### src/rtl/rgb_frame_sink.sv
// End-of-pipe RGB frame checker: tracks x/y within a frame, accumulates a rotate-XOR
// signature and per-channel sum/min/max, and publishes them with a one-cycle done pulse.
module rgb_frame_sink #(
   parameter int H_ACTIVE = 640,
   parameter int V_ACTIVE = 480,
   parameter int SUM_W    = 27
) (
   input  logic             pixelclk,
   input  logic             reset_n,
   input  logic [23:0]      i_rgb,
   input  logic             i_data_valid,
   input  logic             i_sof,
   output logic             o_busy,
   output logic             o_frame_done,
   output logic             o_sof_err,
   output logic [15:0]      o_frame_cnt,
   output logic [31:0]      o_sig,
   output logic [SUM_W-1:0] o_sum_r,
   output logic [SUM_W-1:0] o_sum_g,
   output logic [SUM_W-1:0] o_sum_b,
   output logic [23:0]      o_rgb_min,
   output logic [23:0]      o_rgb_max
);

   localparam int X_W = (H_ACTIVE > 1) ? $clog2(H_ACTIVE) : 1;
   localparam int Y_W = (V_ACTIVE > 1) ? $clog2(V_ACTIVE) : 1;
   localparam logic [X_W-1:0] X_LAST = X_W'(H_ACTIVE - 1);
   localparam logic [Y_W-1:0] Y_LAST = Y_W'(V_ACTIVE - 1);

   localparam logic [0:0] ST_IDLE   = 1'b0;
   localparam logic [0:0] ST_ACTIVE = 1'b1;

   logic [0:0]       r_state;
   logic [X_W-1:0]   r_x;
   logic [Y_W-1:0]   r_y;
   logic [31:0]      r_sig;
   logic [SUM_W-1:0] r_sum_r, r_sum_g, r_sum_b;
   logic [23:0]      r_min, r_max;

   logic             r_done, r_err;
   logic [15:0]      r_cnt;
   logic [31:0]      r_res_sig;
   logic [SUM_W-1:0] r_res_sum_r, r_res_sum_g, r_res_sum_b;
   logic [23:0]      r_res_min, r_res_max;

   logic             w_accept, w_last;
   logic [X_W-1:0]   w_bx;
   logic [Y_W-1:0]   w_by;
   logic [31:0]      w_sig_nx;
   logic [SUM_W-1:0] w_sum_r_nx, w_sum_g_nx, w_sum_b_nx;
   logic [23:0]      w_min_nx, w_max_nx;

   function automatic logic [23:0] chan_min(input logic [23:0] a, input logic [23:0] b);
      logic [23:0] res;
      res = '0;
      for (int k = 0; k < 3; k++)
         res[8*k +: 8] = (a[8*k +: 8] < b[8*k +: 8]) ? a[8*k +: 8] : b[8*k +: 8];
      return res;
   endfunction

   function automatic logic [23:0] chan_max(input logic [23:0] a, input logic [23:0] b);
      logic [23:0] res;
      res = '0;
      for (int k = 0; k < 3; k++)
         res[8*k +: 8] = (a[8*k +: 8] > b[8*k +: 8]) ? a[8*k +: 8] : b[8*k +: 8];
      return res;
   endfunction

   // An SOF beat is always pixel (0,0) and seeds the accumulators, in IDLE or ACTIVE alike.
   assign w_accept   = i_data_valid && (i_sof || (r_state == ST_ACTIVE));
   assign w_bx       = i_sof ? '0 : r_x;
   assign w_by       = i_sof ? '0 : r_y;
   assign w_last     = w_accept && (w_bx == X_LAST) && (w_by == Y_LAST);
   assign w_sig_nx   = i_sof ? {8'd0, i_rgb} : ({r_sig[30:0], r_sig[31]} ^ {8'd0, i_rgb});
   assign w_sum_r_nx = (i_sof ? '0 : r_sum_r) + SUM_W'(i_rgb[23:16]);
   assign w_sum_g_nx = (i_sof ? '0 : r_sum_g) + SUM_W'(i_rgb[15:8]);
   assign w_sum_b_nx = (i_sof ? '0 : r_sum_b) + SUM_W'(i_rgb[7:0]);
   assign w_min_nx   = i_sof ? i_rgb : chan_min(r_min, i_rgb);
   assign w_max_nx   = i_sof ? i_rgb : chan_max(r_max, i_rgb);

   always_ff @(posedge pixelclk or negedge reset_n) begin
      if (!reset_n) begin
         r_state     <= ST_IDLE;
         r_x         <= '0;
         r_y         <= '0;
         r_sig       <= '0;
         r_sum_r     <= '0;
         r_sum_g     <= '0;
         r_sum_b     <= '0;
         r_min       <= 24'hFFFFFF;
         r_max       <= '0;
         r_done      <= 1'b0;
         r_err       <= 1'b0;
         r_cnt       <= '0;
         r_res_sig   <= '0;
         r_res_sum_r <= '0;
         r_res_sum_g <= '0;
         r_res_sum_b <= '0;
         r_res_min   <= 24'hFFFFFF;
         r_res_max   <= '0;
      end else begin
         // NOTE: non-blocking throughout so every branch sees the pre-edge state.
         r_done <= 1'b0;
         r_err  <= 1'b0;
         if (w_accept) begin
            r_err <= (r_state == ST_ACTIVE) && i_sof;
            if (w_last) begin
               r_res_sig   <= w_sig_nx;
               r_res_sum_r <= w_sum_r_nx;
               r_res_sum_g <= w_sum_g_nx;
               r_res_sum_b <= w_sum_b_nx;
               r_res_min   <= w_min_nx;
               r_res_max   <= w_max_nx;
               r_cnt       <= r_cnt + 16'd1;
               r_done      <= 1'b1;
               r_state     <= ST_IDLE;
               r_x         <= '0;
               r_y         <= '0;
            end else begin
               r_sig   <= w_sig_nx;
               r_sum_r <= w_sum_r_nx;
               r_sum_g <= w_sum_g_nx;
               r_sum_b <= w_sum_b_nx;
               r_min   <= w_min_nx;
               r_max   <= w_max_nx;
               r_state <= ST_ACTIVE;
               if (w_bx == X_LAST) begin
                  r_x <= '0;
                  r_y <= w_by + Y_W'(1);
               end else begin
                  r_x <= w_bx + X_W'(1);
                  r_y <= w_by;
               end
            end
         end
      end
   end

   assign o_busy       = (r_state == ST_ACTIVE);
   assign o_frame_done = r_done;
   assign o_sof_err    = r_err;
   assign o_frame_cnt  = r_cnt;
   assign o_sig        = r_res_sig;
   assign o_sum_r      = r_res_sum_r;
   assign o_sum_g      = r_res_sum_g;
   assign o_sum_b      = r_res_sum_b;
   assign o_rgb_min    = r_res_min;
   assign o_rgb_max    = r_res_max;

endmodule
### config.mk
export PLATFORM = sky130hd
export DESIGN_NAME = rgb_frame_sink
export DESIGN_NICKNAME = d
export VERILOG_FILES = /design/src/rtl/rgb_frame_sink.sv
export SDC_FILE = /design/constraint.sdc
export NUM_CORES = 1
export LEC_CHECK = 0
export BUFFER_PORTS_ARGS = -buffer_cell sky130_fd_sc_hd__buf_2
export CORE_MARGIN = 1
export CORE_UTILIZATION = 30
export DETAILED_ROUTE_END_ITERATION = 10
export GPL_ROUTABILITY_DRIVEN = 0
export HOLD_SLACK_MARGIN = 0.1
export PLACE_DENSITY_LB_ADDON = 0.25
export SLEW_MARGIN = 20
export SYNTH_ARGS = -nofsm -noshare
export SYNTH_HDL_FRONTEND = slang
export SYNTH_SLANG_ARGS = --single-unit
### constraint.sdc
create_clock -name pixelclk -period 3.46 [get_ports pixelclk]
set_clock_uncertainty 0.05 [all_clocks]
set_input_delay 0.692 -clock pixelclk [delete_from_list [all_inputs] [get_ports pixelclk]]
set_output_delay 0.692 -clock pixelclk [all_outputs]
set_load 0.005 [all_outputs]
==> metrics.txt <==
hold_ws 0.279 ns; endpoints failing hold 0; Area Growth Syn to Fin 19.9%; CORE AREA 60800 µm²; RSZ-0062 raised after global routing false; CTS sink cnt 360; Worst Setup SP r_sum_r[0]$_DFFE_PN0P_; min cycle time layout 2.83 ns; Seq cells post-synth 360; post-synth top area share 41.9%; post-CTS setup buffers 0; Post-DRT Antenna Nets 0; Layout Nets 2247; asr flop ratio synth 100%; Rows 90; outcome finished, final reports clean; Vias/cell 4.87; met3 GRT Util 3.11%; largest cells by area after synthesis dfrtp_1, o21ai_0, nand2_1; synthesized netlist net count 2025; drt first pass iters 5; CTS resizes 0; largest net degree at the start of global routing 159; gr usage total 16.5%; # hold bufs at CTS 1; setup TNS 0 ns; CTS tree built; area leader, netlist dfrtp_1; Clock Path Buffers 3; Slew Viols, Final 0; Main synth FF type dfrtp_1; leak pwr 10.5 nW; Crit Path Max Fanout 5; Top Usage Layer GRT met2; crit end category register; synthesized area per cell 9.68 µm²; DRT iter0 DRCs 745; GRT overflow 0; first-pass GRT wire length 82.2 mm; die height 251 µm; Max-Cap Viols 0; Worst Hold Class input pin to register; Residual DRC 0; port bufs 207; met1 Track Usage GR 22.1%; CP max stage delay 0.36 ns; Worst-Skew Late Latency 0.58 ns; clk slew on worst S/H paths 0.06 ns; die area 63000 µm²; M2 GR Usage 26.6%; Synth cell types 64; Via Count 14400; buffers and inverters on the worst path 1; Cell Pwr Density 544 nW/µm²; family with the most delay on the worst path compound AO/OA/AOI/OAI gates; Num CTS Buffers 44; Critical-path top delay cell fa_2; startpoint types register; Max VDD drop 0.270 mV; CP cell instances nor2b_1 > ha_2 > inv_2 > fa_2 > nand2b_4 > a211oi_2 > o31a_1 > o21a_1 > nand4_1 > a221o_1; WP data arrival 3.24 ns; EDFF count, synth 0; final wirelength 52.0 mm; IO Count 208; most common cell in the synthesized netlist nand2_1; fillcell total 6182; Worst-Margin Slew 0.737 ns; mapped cell area 18600 µm²; Final Cycle Share 81.8%; starting density of the core 30.6%; HP Start i_data_valid; CP Data Required Time 3.87 ns; initial antenna violation count 1; DP HPWL 36.9 mm; Yosys warnings 0; FF-to-FF Start r_sum_r[0]$_DFFE_PN0P_; H-tree Lvls 2; post-synthesis cell count 1922; clk root buf clkbuf_16; Design Power 0.0121 W; f_max 0.353 GHz; count of final setup violators 0; Synth top cells by count nand2_1, dfrtp_1, o21ai_0, nor2b_1, mux2i_1; register area share after synthesis 48.7%; number of global-route vias before repair 14400; WL per Instance 17.5 µm; critical path class register to register; Max-slew headroom 50.9%; share of layout cells above drive strength 1 21.4%; Die Span X 251 µm
power by group:
| part | total [W] | switching, W | internal [W] |
|---|---|---|---|
| sequential | 0.00509 | 0.000339 | 0.00475 |
| clock | 0.00474 | 0.00193 | 0.00281 |
| combinational | 0.00232 | 0.00127 | 0.00105 |
placed cells by master, fill, tap and decap left out, types with 38 or more instances in the layout:
cell	synthesis	routed
ha_1	72	71
nand3_1	47	46
buf_2	25	205
nor2_1	66	64
buf_4	2	55
dfstp_2	48	48
nor2b_1	86	86
xnor2_1	72	72
xor2_1	38	38
mux2_2	42	42
nand2_1	375	375
mux2i_1	81	81
o21ai_0	282	281
clkbuf_16	0	44
dfrtp_1	312	312
cell families (layout without fill, tap and decap cells):
logic type / after synthesis / count (layout) / share of synthesized area, %
buffers and inverters: 134 / 390 / 3.27
other: 0 / 1 / 0
XOR/XNOR: 110 / 110 / 5.18
multiplexers: 123 / 123 / 6.90
adder cells (fa/ha/maj): 75 / 75 / 5.16
flip-flops: 360 / 360 / 48.7
AND/OR/NAND/NOR: 707 / 707 / 18.1
AO/OA/AOI/OAI: 413 / 413 / 12.6
flip-flops by register name (all words and copies together) (netlist names), 24 cells and up:
register,flops
o_rgb_max,24
o_rgb_min,24
o_sig,32
o_sum_b,27
o_sum_g,27
o_sum_r,27
r_max,24
r_min,24
r_sig,32
r_sum_b,27
r_sum_g,27
r_sum_r,27
stage by stage:
stage	std cells	utilization, %	setup WS, ns	cell area, µm²
2_1_floorplan	1922	-	-0.0485	18700
6_report	2961	36.7	0.630	22300
5_1_grt	2960	36.7	0.377	22300
3_5_place_dp	2879	34.3	0.0694	20800
3_3_place_gp	2879	34.3	0.119	20800
4_1_cts	2960	36.7	0.624	22300
cell type report:
type / count / area (µm²) / share of cell area, %
multi-input cells: 1428 / 9010 / 40.4
repair buffers: 271 / 1640 / 7.36
clock buffers: 59 / 1230 / 5.50
clock inverters: 21 / 248 / 1.11
well taps: 782 / 978 / 4.38
flip-flops and latches: 360 / 9070 / 40.6
inverters: 39 / 146 / 0.656
diodes: 1 / 2.50 / 0.0112
path summary, 6_finish.rpt:
check / to / slack, ns / cells past startpoint
setup / recovery: r_sum_r[26]$_DFFE_PN0P_ / 0.63 / 10
hold / removal: o_busy$_DFFE_PN0P_ / 0.28 / 2
setup reg to reg: r_sum_r[26]$_DFFE_PN0P_ / 0.63 / 10
hold reg to reg: o_frame_cnt[15]$_DFFE_PN0P_ / 0.41 / 1
max in group asynchronous: o_sum_g[21]$_DFFE_PN0P_ / 1.82 / 3
min in group asynchronous: o_rgb_max[3]$_DFFE_PN0P_ / 0.64 / 2
metal layers:
layer / routed length [µm] / vias up
li1: - / 7098
met1: 24300 / 6975
met2: 23900 / 265
met3: 2330 / 80
met4: 1450 / 2
met5: 13 / -
(Power assumes the default switching activity.)
